`src/rtl/vote_poller_if.sv`:
```
// Handshake bundle between the vote poller and its environment.
// The slave modport is the poller itself; the master side drives start and the voter responses.
interface vote_poller_if;
    logic       start;
    logic [3:0] req;
    logic       ack;
    logic       vote;
    logic [3:0] I;
    logic [3:0] abstain;
    logic       busy;
    logic       done;

    modport master (
        output start, ack, vote,
        input  req, I, abstain, busy, done
    );

    modport slave (
        input  start, ack, vote,
        output req, I, abstain, busy, done
    );
endinterface

```
`src/rtl/vote_poller.sv`:
```
// Polls four voters in turn and publishes the assembled ballot once all have answered.
// Define VOTE_TIMEOUT_EN to abandon a silent voter after TIMEOUT_CYC unanswered cycles.
module vote_poller #(
    parameter int unsigned TIMEOUT_CYC = 8
) (
    input  logic          clk,
    input  logic          rst_n,
    vote_poller_if.slave  bus
);

    if (TIMEOUT_CYC < 1 || TIMEOUT_CYC > 255) begin : g_bad_timeout
        $error("TIMEOUT_CYC must be in 1..255");
    end

    typedef enum logic [1:0] {
        IDLE,
        POLL,
        DONE
    } state_t;

    state_t     state_q, state_d;
    logic [1:0] idx_q, idx_d;
    logic [3:0] shadowVote_q, shadowVote_d;
    logic [3:0] ballot_q, ballot_d;
    logic       advance;

`ifdef VOTE_TIMEOUT_EN
    localparam logic [7:0] TIMEOUT_LIM = 8'(TIMEOUT_CYC);

    logic [7:0] cnt_q, cnt_d;
    logic [3:0] shadowAbst_q, shadowAbst_d;
    logic [3:0] abstain_q, abstain_d;
    logic       timedOut;
`endif

    always_ff @(posedge clk or negedge rst_n) begin
        if (!rst_n) begin
            state_q      <= IDLE;
            idx_q        <= 2'd0;
            shadowVote_q <= 4'd0;
            ballot_q     <= 4'd0;
`ifdef VOTE_TIMEOUT_EN
            cnt_q        <= 8'd0;
            shadowAbst_q <= 4'd0;
            abstain_q    <= 4'd0;
`endif
        end else begin
            state_q      <= state_d;
            idx_q        <= idx_d;
            shadowVote_q <= shadowVote_d;
            ballot_q     <= ballot_d;
`ifdef VOTE_TIMEOUT_EN
            cnt_q        <= cnt_d;
            shadowAbst_q <= shadowAbst_d;
            abstain_q    <= abstain_d;
`endif
        end
    end

    // The published ballot is taken from the next-state shadow so the final voter's answer lands together with done.
    always_comb begin
        state_d      = state_q;
        idx_d        = idx_q;
        shadowVote_d = shadowVote_q;
        ballot_d     = ballot_q;
        advance      = 1'b0;
`ifdef VOTE_TIMEOUT_EN
        cnt_d        = cnt_q;
        shadowAbst_d = shadowAbst_q;
        abstain_d    = abstain_q;
        timedOut     = 1'b0;
`endif

        case (state_q)
            IDLE: begin
                if (bus.start) begin
                    state_d      = POLL;
                    idx_d        = 2'd0;
                    shadowVote_d = 4'd0;
`ifdef VOTE_TIMEOUT_EN
                    shadowAbst_d = 4'd0;
                    cnt_d        = 8'd0;
`endif
                end
            end

            POLL: begin
`ifdef VOTE_TIMEOUT_EN
                timedOut = (cnt_q == TIMEOUT_LIM) && !bus.ack;
`endif
                if (bus.ack) begin
                    shadowVote_d[idx_q] = bus.vote;
`ifdef VOTE_TIMEOUT_EN
                    shadowAbst_d[idx_q] = 1'b0;
`endif
                    advance = 1'b1;
                end
`ifdef VOTE_TIMEOUT_EN
                else if (timedOut) begin
                    shadowVote_d[idx_q] = 1'b0;
                    shadowAbst_d[idx_q] = 1'b1;
                    advance = 1'b1;
                end
                cnt_d = advance ? 8'd0 : cnt_q + 8'd1;
`endif
                if (advance) begin
                    if (idx_q == 2'd3) begin
                        state_d   = DONE;
                        idx_d     = 2'd0;
                        ballot_d  = shadowVote_d;
`ifdef VOTE_TIMEOUT_EN
                        abstain_d = shadowAbst_d;
`endif
                    end else begin
                        idx_d = idx_q + 2'd1;
                    end
                end
            end

            DONE: begin
                state_d = IDLE;
            end

            default: begin
                state_d = IDLE;
            end
        endcase
    end

    assign bus.req  = (state_q == POLL) ? (4'b0001 << idx_q) : 4'b0000;
    assign bus.busy = (state_q == POLL);
    assign bus.done = (state_q == DONE);
    assign bus.I    = ballot_q;

`ifdef VOTE_TIMEOUT_EN
    assign bus.abstain = abstain_q;
`else
    assign bus.abstain = 4'b0000;
`endif

endmodule

```
`src/flat_wrapper.sv`:
```
// flat-port wrapper written by rule: the top's interface ports become plain ports
module vote_poller_flat 
#(
    parameter int unsigned TIMEOUT_CYC = 8
)
  (clk, rst_n, bus_start, bus_ack, bus_vote, bus_req, bus_I, bus_abstain, bus_busy, bus_done);
  vote_poller_if bus_i ();
  input  logic clk;
  input  logic rst_n;
  input wire logic [$bits(bus_i.start)-1:0] bus_start;
  input wire logic [$bits(bus_i.ack)-1:0] bus_ack;
  input wire logic [$bits(bus_i.vote)-1:0] bus_vote;
  output wire logic [$bits(bus_i.req)-1:0] bus_req;
  output wire logic [$bits(bus_i.I)-1:0] bus_I;
  output wire logic [$bits(bus_i.abstain)-1:0] bus_abstain;
  output wire logic [$bits(bus_i.busy)-1:0] bus_busy;
  output wire logic [$bits(bus_i.done)-1:0] bus_done;
  assign bus_i.start = bus_start;
  assign bus_i.ack = bus_ack;
  assign bus_i.vote = bus_vote;
  assign bus_req = bus_i.req;
  assign bus_I = bus_i.I;
  assign bus_abstain = bus_i.abstain;
  assign bus_busy = bus_i.busy;
  assign bus_done = bus_i.done;
  vote_poller #(.TIMEOUT_CYC(TIMEOUT_CYC)) u_core (.clk(clk), .rst_n(rst_n), .bus(bus_i));
endmodule
```
`config.mk`:
```
export PLATFORM = sky130hd
export DESIGN_NAME = vote_poller_flat
export DESIGN_NICKNAME = d
export VERILOG_FILES = /design/src/rtl/vote_poller_if.sv /design/src/rtl/vote_poller.sv /design/src/flat_wrapper.sv
export SDC_FILE = /design/constraint.sdc
export NUM_CORES = 1
export LEC_CHECK = 0
export BUFFER_PORTS_ARGS = -buffer_cell sky130_fd_sc_hd__buf_2
export CORE_UTILIZATION = 25
export CTS_BUF_LIST = sky130_fd_sc_hd__clkbuf_4
export DETAILED_ROUTE_END_ITERATION = 8
export GPL_ROUTABILITY_DRIVEN = 1
export SETUP_SLACK_MARGIN = 0.02
export SYNTH_ARGS = -nofsm -noshare
export SYNTH_HDL_FRONTEND = slang
export SYNTH_SLANG_ARGS = --single-unit
```
`constraint.sdc`:
```
create_clock -name clk -period 3.53 [get_ports clk]
set_clock_uncertainty 0.15 [all_clocks]
set_input_delay 0.706 -clock clk [delete_from_list [all_inputs] [get_ports clk]]
set_output_delay 0.706 -clock clk [all_outputs]
set_load 0.05 [all_outputs]
```
==> flow_summary.yaml <==
outcome:
  outcome: "finished, final reports clean"
clock_tree:
  root_buffer: "clkbuf_4"
  h-tree-depth: 1
  cts-hold-fix-buffers: 0
  numCtsBuffers: 3
  clk_path_buf_depth: 2
  path_clk_slew_ps: 80
  clock_sinks: 11
  cts_resized: 0
  cts_tree: "yes"
  clkLatencyLatePin_ps: 270
  cts_setup_buffers: 0
sta:
  finalCritPeriodShare_pct: 69.6
  tns_ps: 0
  hold_ws_ps: 139
  fmax_mhz: 407
  min_period_ps: 2460
  hold_viol_final: 0
  drv_slew: 0
  setup_viol: 0
  rsz0062_at_grt: "no"
floorplan:
  design.die.area_mm2: 0.00270
  die_width_um: 51.9
  ios: 19
  core_area_mm2: 0.00228
  rows: 17
  dieHeight_um: 51.9
  start_util_pct: 27.4
drt:
  ant_nets: 0
  drt_iter0_drc: 1
  drcViolationCount: 0
  wl_per_cell_um: 11.2
  drt-pass1-iter-count: 4
  via_per_inst: 4.42
  num_vias: 477
  routed_wl_um: 1210
pwr:
  p_per_area_mw_per_mm2: 994
  peakVddDrop_mv: 0.736
  p_leak_uw: 0.000382
critical_path:
  cpMaxStageDelayCell: "dfrtp_1"
  start_kind: "register"
  path_buf_inv: 1
  arrival_ps: 1600
  crit_chain: "nor2b_1, and2_1, buf_2"
  end_kind: "output pin"
  path_max_fanout: 9
  path_class: "reg2out"
  required_ps: 2670
  cpPeakStageDelay_ps: 440
  cp_top_family: "simple AND/OR/NAND/NOR gates"
synthesis:
  muxShareOfSynthArea_pct: 4.82
  avgSynthCellArea_um2: 9.59
  synth_compound_area_share_pct: 15.3
  yosys.area_share.xor_xnor_pct: 0
  ys_seq_elements: 11
  synth-simple-area-share_pct: 15.7
  synth_fa_ha_area_share_pct: 8.03
  ys_seq_area_share_pct: 44.2
  syn_inst: 65
  yosysWarnings: 0
  synth_top_family_by_area: "simple AND/OR/NAND/NOR gates"
  syn_area_um2: 623
  ys_types: 20
global_route:
  grt_pass1_vias: 446
  grt_usage_pct: 11.0
  grt_max_degree: 12
  globalRouteOverflowTotal: 0
  grt_antenna_before_repair: 0
  grt_first_pass_wirelength_um: 2110
place:
  dp_hpwl_um: 917
  place.gp.congestion: 0.748
  port_buffers: 14
  dp_cells: 104
run:
  max-cap-violations: 0
layout:
  final_cell_mix: "buf_2 (14), dfrtp_1 (11), nand2_1 (9)"
  fin_cells: 108
  final_nets: 90
  drive_above_1_share_pct: 22.5
  antenna_cells: 0
  final_common_cell: "buf_2"
  syn_to_final_growth_pct: 15.7
worst_hold_path:
  min_path_type: "in2async"
-- state kept, by name, indices dropped and copies added, names as in the netlist --
| signal | count |
|---|---|
| u_core.state_q | 2 |
| u_core.idx_q | 2 |
| u_core.shadowVote_q | 3 |
| u_core.bus.I | 4 |
-- routing by layer --
layer / routed length (um) / up-vias / track usage, %
met5: 0 / - / 0
met4: 9 / 0 / 2.70
met3: 80 / 2 / 4.68
met2: 537 / 16 / 15.6
met1: 577 / 215 / 15.1
li1: - / 244 / -
-- cells by family (layout without fill, tap and decap cells) --
kind of cell / after synthesis / count (layout)
AO/OA/AOI/OAI: 16 / 16
adder cells (fa/ha/maj): 4 / 4
buffers and inverters: 12 / 24
flip-flops: 11 / 11
multiplexers: 3 / 3
other: 1 / 4
AND/OR/NAND/NOR: 18 / 18
-- cells in the mapped netlist --
| cell type | number | area share [%] |
|---|---|---|
| dfrtp_1 | 11 | 44 |
| nand2_1 | 9 | 5.4 |
| inv_1 | 6 | 3.6 |
| buf_4 | 5 | 6.0 |
| o21ai_0 | 5 | 4.0 |
| and2_1 | 4 | 4.0 |
| ha_1 | 4 | 8.0 |
| a21oi_1 | 3 | 2.4 |
| mux2i_1 | 3 | 4.8 |
| o22ai_1 | 3 | 3.0 |
| a22o_1 | 2 | 2.8 |
| nor2b_1 | 2 | 2.0 |
| a31oi_1 | 1 | 1.0 |
| buf_6 | 1 | 1.8 |
| conb_1 | 1 | 0.60 |
| nand3b_1 | 1 | 1.2 |
| nand4b_1 | 1 | 1.4 |
| o21ai_1 | 1 | 0.80 |
| o21bai_1 | 1 | 1.2 |
| or4b_1 | 1 | 1.6 |
-- layout make-up --
cell class | count | area (um^2)
sequential | 11 | 275
inverter | 6 | 22.5
fill | 248 | 1560
timing repair buffer | 14 | 70.1
clock buffer | 4 | 30.0
tap | 28 | 35.0
multi-input combinational | 45 | 288
-- power breakdown --
group	switching, uW	internal [uW]
registers	36.7	173
logic	293	117
clock network	44.7	51.4
total	374	342
-- through the flow --
stage	area, um^2	total power (uW)	utilization (%)	setup WS, ps
floorplan	634	549	-	1450
global placement	691	620	30.3	1380
detailed placement	691	625	30.3	1330
CTS	721	724	31.7	1040
global route	721	773	31.7	938
finish	721	716	31.7	1070
-- path summary, 6_finish.rpt --
path | start | endpoint | slack [ps] | cells after the start
max in group asynchronous | rst_n | u_core.bus.I[2]$_DFFE_PN0P_ | 2880 | 1
min in group clk | u_core.bus.I[0]$_DFFE_PN0P_ | u_core.bus.I[0]$_DFFE_PN0P_ | 330 | 2
hold reg to reg | u_core.bus.I[0]$_DFFE_PN0P_ | u_core.bus.I[0]$_DFFE_PN0P_ | 330 | 2
setup reg to reg | u_core.idx_q[0]$_DFFE_PN0P_ | u_core.idx_q[0]$_DFFE_PN0P_ | 1900 | 4
hold / removal | rst_n | u_core.idx_q[1]$_DFFE_PN0P_ | 140 | 1
setup / recovery | u_core.state_q[0]$_DFFE_PN0P_ | bus_req[0] | 1070 | 3
Note: power is estimated with default switching activity, not from simulation.
